--- src/rtl/pipeline_hazard_ctrl_pkg.sv ---
// Shared constants for the pipeline hazard sequencer: FSM encoding,
// the hard-wired zero register and default parameter values.
package pipeline_hazard_ctrl_pkg;

    localparam int CNT_W_DEFAULT      = 32;
    localparam int MD_TIMEOUT_DEFAULT = 64;

    localparam logic [4:0] REG_X0 = 5'd0;

    // Two-state sequencer: normal flow or waiting on the iterative MUL/DIV unit
    localparam logic [0:0] ST_RUN     = 1'b0;
    localparam logic [0:0] ST_MD_BUSY = 1'b1;

    // True when an ID source operand is read and names the given register
    function automatic logic src_match(input logic use_src,
                                       input logic [4:0] src,
                                       input logic [4:0] rd);
        return use_src && (src == rd);
    endfunction

endpackage

--- src/rtl/pipeline_hazard_ctrl_sat_counter.sv ---
// Enable-increment counter that sticks at all-ones instead of wrapping.
module pipeline_hazard_ctrl_sat_counter
    import pipeline_hazard_ctrl_pkg::*;
#(
    parameter int W = CNT_W_DEFAULT
) (
    input  logic         i_clk,
    input  logic         i_reset,
    input  logic         i_inc,
    output logic [W-1:0] o_count
);

    logic [W-1:0] r_count;

    // Count up on enable, hold once every bit is set
    always_ff @(posedge i_clk or posedge i_reset) begin
        if (i_reset) begin
            r_count <= '0;
        end else if (i_inc && (r_count != '1)) begin
            r_count <= r_count + 1'b1;
        end
    end

    assign o_count = r_count;

endmodule

--- src/rtl/pipeline_hazard_ctrl.sv ---
// Stall/flush sequencer for the five-stage pipeline: redirect flush,
// MUL/DIV handshake with timeout abort, load-use interlock and
// saturating performance counters.
//
// MUL/DIV handshake: md_start is a one-cycle request issued from RUN when
// the EX instruction needs the unit; the unit answers with a one-cycle
// md_done while we sit in MD_BUSY. md_abort is a one-cycle cancel issued
// from MD_BUSY on a redirect or timeout. md_done seen in RUN is ignored.
module pipeline_hazard_ctrl
    import pipeline_hazard_ctrl_pkg::*;
#(
    parameter int MD_TIMEOUT = MD_TIMEOUT_DEFAULT,
    parameter int CNT_W      = CNT_W_DEFAULT
) (
    input  logic             clk,
    input  logic             reset,
    input  logic [4:0]       rs1D,
    input  logic [4:0]       rs2D,
    input  logic             useRs1D,
    input  logic             useRs2D,
    input  logic [4:0]       rdE,
    input  logic             RegWriteE,
    input  logic             MemtoRegE,
    input  logic             MdReqE,
    input  logic             md_done,
    input  logic             BranchTakenM,
    input  logic             JumpM,
    output logic             PCWrite,
    output logic             IF_ID_Write,
    output logic             ID_EX_Write,
    output logic             flush_if_id,
    output logic             flush_id_ex,
    output logic             flush_ex_mem,
    output logic             md_start,
    output logic             md_abort,
    output logic             md_err,
    output logic [CNT_W-1:0] stall_cnt,
    output logic [CNT_W-1:0] flush_cnt,
    output logic [CNT_W-1:0] md_cnt,
    output logic [0:0]       o_dbg_state
);

    localparam int TO_W = (MD_TIMEOUT > 2) ? $clog2(MD_TIMEOUT) : 1;
    localparam logic [TO_W-1:0] TO_LAST = TO_W'(MD_TIMEOUT - 1);

    logic [0:0]      r_state;
    logic [TO_W-1:0] r_timeout;
    logic            r_md_err;

    logic [0:0]      w_state_nxt;
    logic [TO_W-1:0] w_timeout_nxt;
    logic            w_err_set;
    logic            w_redirect;
    logic            w_load_use;
    logic            w_stall_inc;
    logic            w_flush_inc;
    logic            w_md_inc;

    assign w_redirect = BranchTakenM | JumpM;

    // A load to x0 never produces a value, so it can never cause a stall
    assign w_load_use = MemtoRegE && RegWriteE && (rdE != REG_X0) &&
                        (src_match(useRs1D, rs1D, rdE) || src_match(useRs2D, rs2D, rdE));

    // Control outputs and next-state, priority: redirect, MD start, MD busy, load-use
    always_comb begin
        PCWrite       = 1'b1;
        IF_ID_Write   = 1'b1;
        ID_EX_Write   = 1'b1;
        flush_if_id   = 1'b0;
        flush_id_ex   = 1'b0;
        flush_ex_mem  = 1'b0;
        md_start      = 1'b0;
        md_abort      = 1'b0;
        w_state_nxt   = r_state;
        w_timeout_nxt = r_timeout;
        w_err_set     = 1'b0;
        w_flush_inc   = 1'b0;
        w_md_inc      = 1'b0;
        if (reset) begin
            PCWrite      = 1'b0;
            IF_ID_Write  = 1'b0;
            ID_EX_Write  = 1'b0;
            flush_if_id  = 1'b1;
            flush_id_ex  = 1'b1;
            flush_ex_mem = 1'b1;
        end else if (w_redirect) begin
            // The older control transfer kills everything younger, including MUL/DIV
            flush_if_id   = 1'b1;
            flush_id_ex   = 1'b1;
            flush_ex_mem  = 1'b1;
            md_abort      = (r_state == ST_MD_BUSY);
            w_state_nxt   = ST_RUN;
            w_timeout_nxt = '0;
            w_flush_inc   = 1'b1;
        end else if (r_state == ST_RUN) begin
            if (MdReqE) begin
                md_start      = 1'b1;
                PCWrite       = 1'b0;
                IF_ID_Write   = 1'b0;
                ID_EX_Write   = 1'b0;
                flush_ex_mem  = 1'b1;
                w_state_nxt   = ST_MD_BUSY;
                w_timeout_nxt = '0;
            end else if (w_load_use) begin
                PCWrite     = 1'b0;
                IF_ID_Write = 1'b0;
                flush_id_ex = 1'b1;
            end
        end else begin
            if (md_done) begin
                // Enables open so EX/MEM captures the unit's result on this edge
                w_state_nxt   = ST_RUN;
                w_timeout_nxt = '0;
                w_md_inc      = 1'b1;
            end else begin
                PCWrite      = 1'b0;
                IF_ID_Write  = 1'b0;
                ID_EX_Write  = 1'b0;
                flush_ex_mem = 1'b1;
                if (r_timeout == TO_LAST) begin
                    // Give up; the instruction stays in EX and re-requests from RUN
                    md_abort      = 1'b1;
                    w_err_set     = 1'b1;
                    w_state_nxt   = ST_RUN;
                    w_timeout_nxt = '0;
                end else begin
                    w_timeout_nxt = r_timeout + 1'b1;
                end
            end
        end
    end

    assign w_stall_inc = !reset && !PCWrite;

    // FSM state and busy-cycle timeout counter
    always_ff @(posedge clk or posedge reset) begin
        if (reset) begin
            r_state   <= ST_RUN;
            r_timeout <= '0;
        end else begin
            r_state   <= w_state_nxt;
            r_timeout <= w_timeout_nxt;
        end
    end

    // Sticky timeout flag, cleared only by reset
    always_ff @(posedge clk or posedge reset) begin
        if (reset) begin
            r_md_err <= 1'b0;
        end else if (w_err_set) begin
            r_md_err <= 1'b1;
        end
    end

    assign md_err      = r_md_err;
    assign o_dbg_state = r_state;

    pipeline_hazard_ctrl_sat_counter #(.W(CNT_W)) u_stall_cnt (
        .i_clk   (clk),
        .i_reset (reset),
        .i_inc   (w_stall_inc),
        .o_count (stall_cnt)
    );

    pipeline_hazard_ctrl_sat_counter #(.W(CNT_W)) u_flush_cnt (
        .i_clk   (clk),
        .i_reset (reset),
        .i_inc   (w_flush_inc),
        .o_count (flush_cnt)
    );

    pipeline_hazard_ctrl_sat_counter #(.W(CNT_W)) u_md_cnt (
        .i_clk   (clk),
        .i_reset (reset),
        .i_inc   (w_md_inc),
        .o_count (md_cnt)
    );

endmodule

--- config.mk ---
export PLATFORM = sky130hd
export DESIGN_NAME = pipeline_hazard_ctrl
export DESIGN_NICKNAME = d
export VERILOG_FILES = /design/src/rtl/pipeline_hazard_ctrl_pkg.sv /design/src/rtl/pipeline_hazard_ctrl_sat_counter.sv /design/src/rtl/pipeline_hazard_ctrl.sv
export SDC_FILE = /design/constraint.sdc
export NUM_CORES = 1
export LEC_CHECK = 0
export ABC_CLOCK_PERIOD_IN_PS = 3900
export BUFFER_PORTS_ARGS = -buffer_cell sky130_fd_sc_hd__buf_2
export CAP_MARGIN = 20
export CORE_UTILIZATION = 30
export DETAILED_ROUTE_END_ITERATION = 10
export PLACE_DENSITY = 0.53
export SLEW_MARGIN = 20
export SYNTH_ARGS = -nofsm -noshare
export SYNTH_HDL_FRONTEND = slang
export SYNTH_SLANG_ARGS = --single-unit
export TNS_END_PERCENT = 5
--- constraint.sdc ---
create_clock -name clk -period 3.9 [get_ports clk]
set_input_delay 0.78 -clock clk [delete_from_list [all_inputs] [get_ports clk]]
set_output_delay 0.78 -clock clk [all_outputs]
set_load 0.01 [all_outputs]
# [Word level (Yosys, flattened, before mapping)]
# Index checks and enable logic that the tools add are counted.
[word_totals] wordCells=78 regBits=104 in_bits=25
[op_classes] eq_ne=6 add_sub_neg=4 n_mux=45 reduce_logical=15 bitwise=2
[op_table] operator="$add 32x1->32 const B" count=3
[op_table] operator="$ne 32x32->1 const B" count=3
[op_table] operator="$mux 1" count=40
[op_table] operator="$mux 6" count=5
[op_table] operator="$eq 5x5->1" count=2
[op_table] operator="$logic_and 1x1->1" count=9
[op_table] operator="$add 6x1->6 const B" count=1
[op_table] operator="$eq 6x6->1 const B" count=1
[op_table] operator="$reduce_bool 5->1" count=1
[op_table] operator="$reduce_bool 3->1" count=1
[op_table] operator="$logic_not 1->1" count=2
[op_table] operator="$reduce_and 2->1" count=1
[op_table] operator="$logic_or 1x1->1" count=1
[op_table] operator="$not 1->1" count=1
[op_table] operator="$or 1x1->1" count=1

# [Longest topological paths before layout]
[logic_depth] ltp_word=12 depth_mapped=8

# [Modules after synthesis]
# From an unflattened synthesis, not the netlist that was laid out.
[hier_totals] cells_unflattened=503 area_unflattened_um2=5368.9
[modules_own_cells] mod="pipeline_hazard_ctrl_sat_counter (u_flush_cnt ...)" area_each_um2=1561.5 seq_area_each_um2=800.8 instances=2 cells_each=139
[modules_own_cells] mod="pipeline_hazard_ctrl_sat_counter (u_stall_cnt)" area_each_um2=1562.7 seq_area_each_um2=800.8 instances=1 cells_each=143
[modules_own_cells] mod="pipeline_hazard_ctrl" area_each_um2=683.2 seq_area_each_um2=200.2 instances=1 cells_each=82

# [Least setup slack after synthesis]
# Ideal clock, no wire load.
[synth_path] path_kind="input to register" from="in reset" to="reg r_timeout[5]" required_ns=3.790 path_stages=4 setup_slack_ns=-0.235 arrival_ns=4.025 path_cell_list="clkbuf_1 inv_1 nand4_1 o31ai_1"
[synth_between] elab_chain_cells=2
[synth_rtl] element="from (decl)" line="pipeline_hazard_ctrl.sv:16" text="input logic reset,"
[synth_rtl] element="$not 1->1 (no source line)"
[synth_rtl] element="$reduce_and 2->1 (no source line)"
[synth_rtl] element="to (signal assigned)" line="pipeline_hazard_ctrl.sv:143" text="r_timeout <= w_timeout_nxt;"
[synth_rtl] element="to (decl)" line="pipeline_hazard_ctrl.sv:47" text="logic [TO_W-1:0] r_timeout;"
# Every way passes these cells.
# A chain may end at the register's enable or synchronous reset.

# [Final worst setup path]
[layout_path] from="in rdE[0]" to="out IF_ID_Write"
[layout_between] elab_chain_cells=9 word_cells_on_any_way=13 classes_between="eq/ne (2); mux (5); reduce/logical (6)"
[layout_rtl] element="from (decl)" line="pipeline_hazard_ctrl.sv:21" text="input logic [4:0] rdE,"
[layout_rtl] element="$eq 5x5->1" line="pipeline_hazard_ctrl_pkg.sv:18" text="return use_src && (src == rd);"
[layout_rtl] element="$logic_and 1x1->1" line="pipeline_hazard_ctrl_pkg.sv:18"
[layout_rtl] element="$logic_or 1x1->1" line="pipeline_hazard_ctrl.sv:63" text="(src_match(useRs1D, rs1D, rdE) || src_match(useRs2D, rs2D, rdE));"
[layout_rtl] element="$logic_and 1x1->1 *" line="pipeline_hazard_ctrl.sv:62" text="assign w_load_use = MemtoRegE && RegWriteE && (rdE != REG_X0) &&"
[layout_rtl] element="$mux 1 *" line="pipeline_hazard_ctrl.sv:105" text="end else if (w_load_use) begin"
[layout_rtl] element="$mux 1 *" line="pipeline_hazard_ctrl.sv:97" text="if (MdReqE) begin"
[layout_rtl] element="$mux 1 *" line="pipeline_hazard_ctrl.sv:96" text="end else if (r_state == ST_RUN) begin"
[layout_rtl] element="$mux 1 *" line="pipeline_hazard_ctrl.sv:87" text="end else if (w_redirect) begin"
[layout_rtl] element="$mux 1 *" line="pipeline_hazard_ctrl.sv:80" text="if (reset) begin"
[layout_rtl] element="to (decl)" line="pipeline_hazard_ctrl.sv:29" text="output logic IF_ID_Write,"
# Every way passes the cells marked *; elsewhere a longest branch is shown, timed or not.

==> parameters.txt <==
Parameter                              Value

Logic synthesis
  Share of the synthesized area in the top cell type    roughly half
  Avg Synthesized Cell Area    roughly 10 um^2
  Synth area leader    sky130_fd_sc_hd__dfrtp_1
  Synthesized Nets    540
  Gate count after technology mapping    approximately 510
  Ranking of synthesized cells by area    sky130_fd_sc_hd__dfrtp_1, sky130_fd_sc_hd__xnor2_1, sky130_fd_sc_hd__xor2_1, sky130_fd_sc_hd__nand4_1, sky130_fd_sc_hd__nand3_1
  Ys async rst share    100%
  Synthesized area    about 5200 um^2
  Number of synthesized register bits    approximately 100
  Synth top cells by count    sky130_fd_sc_hd__dfrtp_1, sky130_fd_sc_hd__xnor2_1, sky130_fd_sc_hd__nand2_1, sky130_fd_sc_hd__nand3_1, sky130_fd_sc_hd__xor2_1
  Total of warnings raised by yosys    0
  Library cell with the highest instance count after synthesis    sky130_fd_sc_hd__dfrtp_1
  Number of enable flip-flop cells after synthesis    0
  Sequential cell area fraction in the yosys report    between 50% and 60%
  Top_reg_cell synth    sky130_fd_sc_hd__dfrtp_1
  Post-synth cell types    between 50 and 60

Min path
  Worst Hold Path EP    md_err
  Worst hold path type    register to register
  Cell depth of the worst min-delay path    1
  Hold_sp    md_err

Clock network
  Clock slew at the register clock pins of the worst setup and hold paths    about 0.06 ns
  Clock insertion delay at the later pin of the skew report    roughly 0.35 ns
  Clock tree root driver cell    sky130_fd_sc_hd__clkbuf_16
  TritonCTS clock tree    yes
  Max Buffers Root-to-Sink    2
  Post-cts resize count    0
  Maximum level of the CTS H-tree    3
  Post-CTS setup buffer count    0
  Clk sink count    around 100
  Number of buffers created by CTS    9
  Count of hold buffers inserted by post-cts repair    0

STA
  Top achievable clock speed    about 330 MHz
  Post-route clock skew    ~0.0055 ns
  Hold Violations, Final    0
  Setup TNS    0 ns
  Setup Viol. Count Final    0
  Max_slew headroom    52.6%
  Number of pins with negative max-slew slack in the final report    0
  Period utilization    77.1%
  Pin slew with the least headroom to its limit    between 0.7 and 0.8 ns
  Crit path time final    3.01 ns
  Post-layout worst setup margin    between 0.8 and 0.9 ns
  Unrepaired setup endpoints after global routing    false

Worst setup path
  Capture point of the worst reg-to-reg path    u_stall_cnt.o_count[1]
  Crit start category    input pin
  Worst R2R Start    u_stall_cnt.o_count[20]
  Crit path kind    input pin to output pin
  Maximum fanout along the worst path    6
  Number of cells on the worst reg-to-reg path    6
  Minimum setup slack among reg-to-reg paths    approximately 1.5 ns
  Element type at the critical path end    output pin
  Critical path data arrival time    between 2 and 2.5 ns
  Data required time of the worst path    roughly 3.1 ns

Finish
  Filler Cell Count    between 1500 and 2000
  Layout overhead on the synthesized area    22.6%
  Fraction of final layout cells with drive strength greater than 1    between 20% and 30%
  ANT cells    0
  Final nets    ~680

Pwr
  Logic pwr share    a little under an eighth
  Switching power of the nets    about 0.64 mW
  Share of total power in the clock network    between 30% and 40%
  P_int    1.69 mW
  Power Dens Cells    between 300 and 400 nW/um^2
  Flop pwr share    approximately 52%
  Peak supply drop    a little over 0.2 mV
  Leakage power    3.08 nW
  Proportion of total power due to net switching    27.5%

Routing
  Vias    4292
  Number of optimization iterations in the first detailed-route pass    4
  Avg WL per Cell    14.7 um
  Antenna violation net count after detailed routing    0
  Detail-routed via count per cell    approximately 4.9
  # DRC    0
  Total Routed Length    12800 um
  Number of violations reported at the end of detailed-routing iteration 0    212

Placement
  Worst slack at placement    0.817 ns
  Total of buffers placed on input and output ports    130
  HPWL reported at the end of detailed placement    9550 um
  Final estimated routing congestion in global placement    ~0.79

Global route
  Overflow left after global routing    0
  Global-route total usage across every layer    15.4%
  Maximum number of pins on one net before global-route repair    55
  Global-route wire length before repair    between 20000 and 25000 um
  Vias in the first global route    about 4300
  Initial antenna violation count    0

Floorplanning
  Std cell rows    47
  Initial core utilization    a little under a third
  Area enclosed by the die boundary    roughly 18000 um^2
  Vertical die dimension    ~130 um
  Core footprint    16800 um^2
  I/O pin count    roughly 130
  Die Width    134 um

Run
  Max-cap check violation count    0

Status
  Status    complete, no violations
worst max path at each step:
stage,endpoint,depth (start not counted),from
6_report,IF_ID_Write,8,rdE[0]
4_1_cts,IF_ID_Write,8,rdE[0]
3_3_place_gp,IF_ID_Write,8,rdE[0]
2_1_floorplan,o_dbg_state,4,reset
3_5_place_dp,u_md_cnt.o_count[17],7,JumpM
5_1_grt,PCWrite,8,rdE[0]
layout by cell type (no fill, tap or decap), drive strengths merged, types with 4 or more instances in the layout:
| master | count |
|---|---|
| buf | 135 |
| dfrtp | 104 |
| xnor2 | 63 |
| nand2 | 42 |
| nand3 | 42 |
| xor2 | 40 |
| nor2 | 36 |
| nand4 | 36 |
| nor3 | 36 |
| inv | 19 |
| clkbuf | 12 |
| nor4 | 10 |
| or3 | 10 |
| o21ai | 8 |
| and3 | 7 |
| and4 | 5 |
| clkinvlp | 4 |
| ha | 4 |
critical path: stages:
cell and delay [ns]:
sky130_fd_sc_hd__buf_2 0.12, sky130_fd_sc_hd__or3_1 0.36, sky130_fd_sc_hd__o311a_1 0.34, sky130_fd_sc_hd__a21oi_1 0.16
sky130_fd_sc_hd__buf_4 0.16, sky130_fd_sc_hd__nor2_1 0.05, sky130_fd_sc_hd__nor2_1 0.11, sky130_fd_sc_hd__buf_2 0.15
state kept, by name, summed over array words and instances (netlist names):
signal               count
u_md_cnt.o_count        32
u_flush_cnt.o_count     32
r_timeout                6
o_dbg_state              1
md_err                   1
u_stall_cnt.o_count     32
power groups by stage:
stage | Combinational [mW] | Sequential, mW | Clock (mW)
6_report | 0.276 | 1.21 | 0.837
3_3_place_gp | 0.274 | 1.23 | 0
3_5_place_dp | 0.282 | 1.24 | 0
2_1_floorplan | 0.146 | 1.24 | 0
4_1_cts | 0.282 | 1.21 | 0.877
5_1_grt | 0.312 | 1.23 | 0.916
metrics by stage:
step / hold WS, ns / area [um^2] / utilization (%) / power (mW) / std cells
3_3_place_gp: 0.468 / 6110 / 36.4 / 1.50 / 857
6_report: 0.486 / 6380 / 38.0 / 2.33 / 873
2_1_floorplan: 0.454 / 5200 / - / 1.38 / 511
3_5_place_dp: 0.465 / 6110 / 36.4 / 1.52 / 857
5_1_grt: 0.509 / 6380 / 38.0 / 2.46 / 873
4_1_cts: 0.483 / 6380 / 38.0 / 2.37 / 873
layout make-up:
type | instances | area, um^2 | area share (%)
Multi-Input combinational cell | 378 | 2460 | 38.6
Tap cell | 220 | 275 | 4.32
Sequential cell | 104 | 2600 | 40.8
Timing Repair Buffer | 135 | 688 | 10.8
Clock inverter | 4 | 31.3 | 0.491
Inverter | 20 | 78.8 | 1.24
Clock buffer | 12 | 236 | 3.71
cell families (layout without fill, tap and decap cells):
group | Yosys count | count (layout) | share of synthesized area [%]
mux | 4 | 4 | 0.842
flops | 104 | 104 | 50.0
buf+inv | 29 | 171 | 2.57
compound gates | 24 | 24 | 3.08
simple gates | 243 | 243 | 25.1
xor+xnor | 103 | 103 | 17.3
fa+ha+maj | 4 | 4 | 0.963
routing by layer:
metal / vias up / global-route usage (%) / routed length, um
met5: - / 0 / 0
met4: 0 / 6.38 / 291
met3: 19 / 3.01 / 559
met2: 113 / 25.0 / 6100
met1: 2101 / 20.0 / 5890
li1: 2059 / - / -
Power figures use the tool's default switching activity.
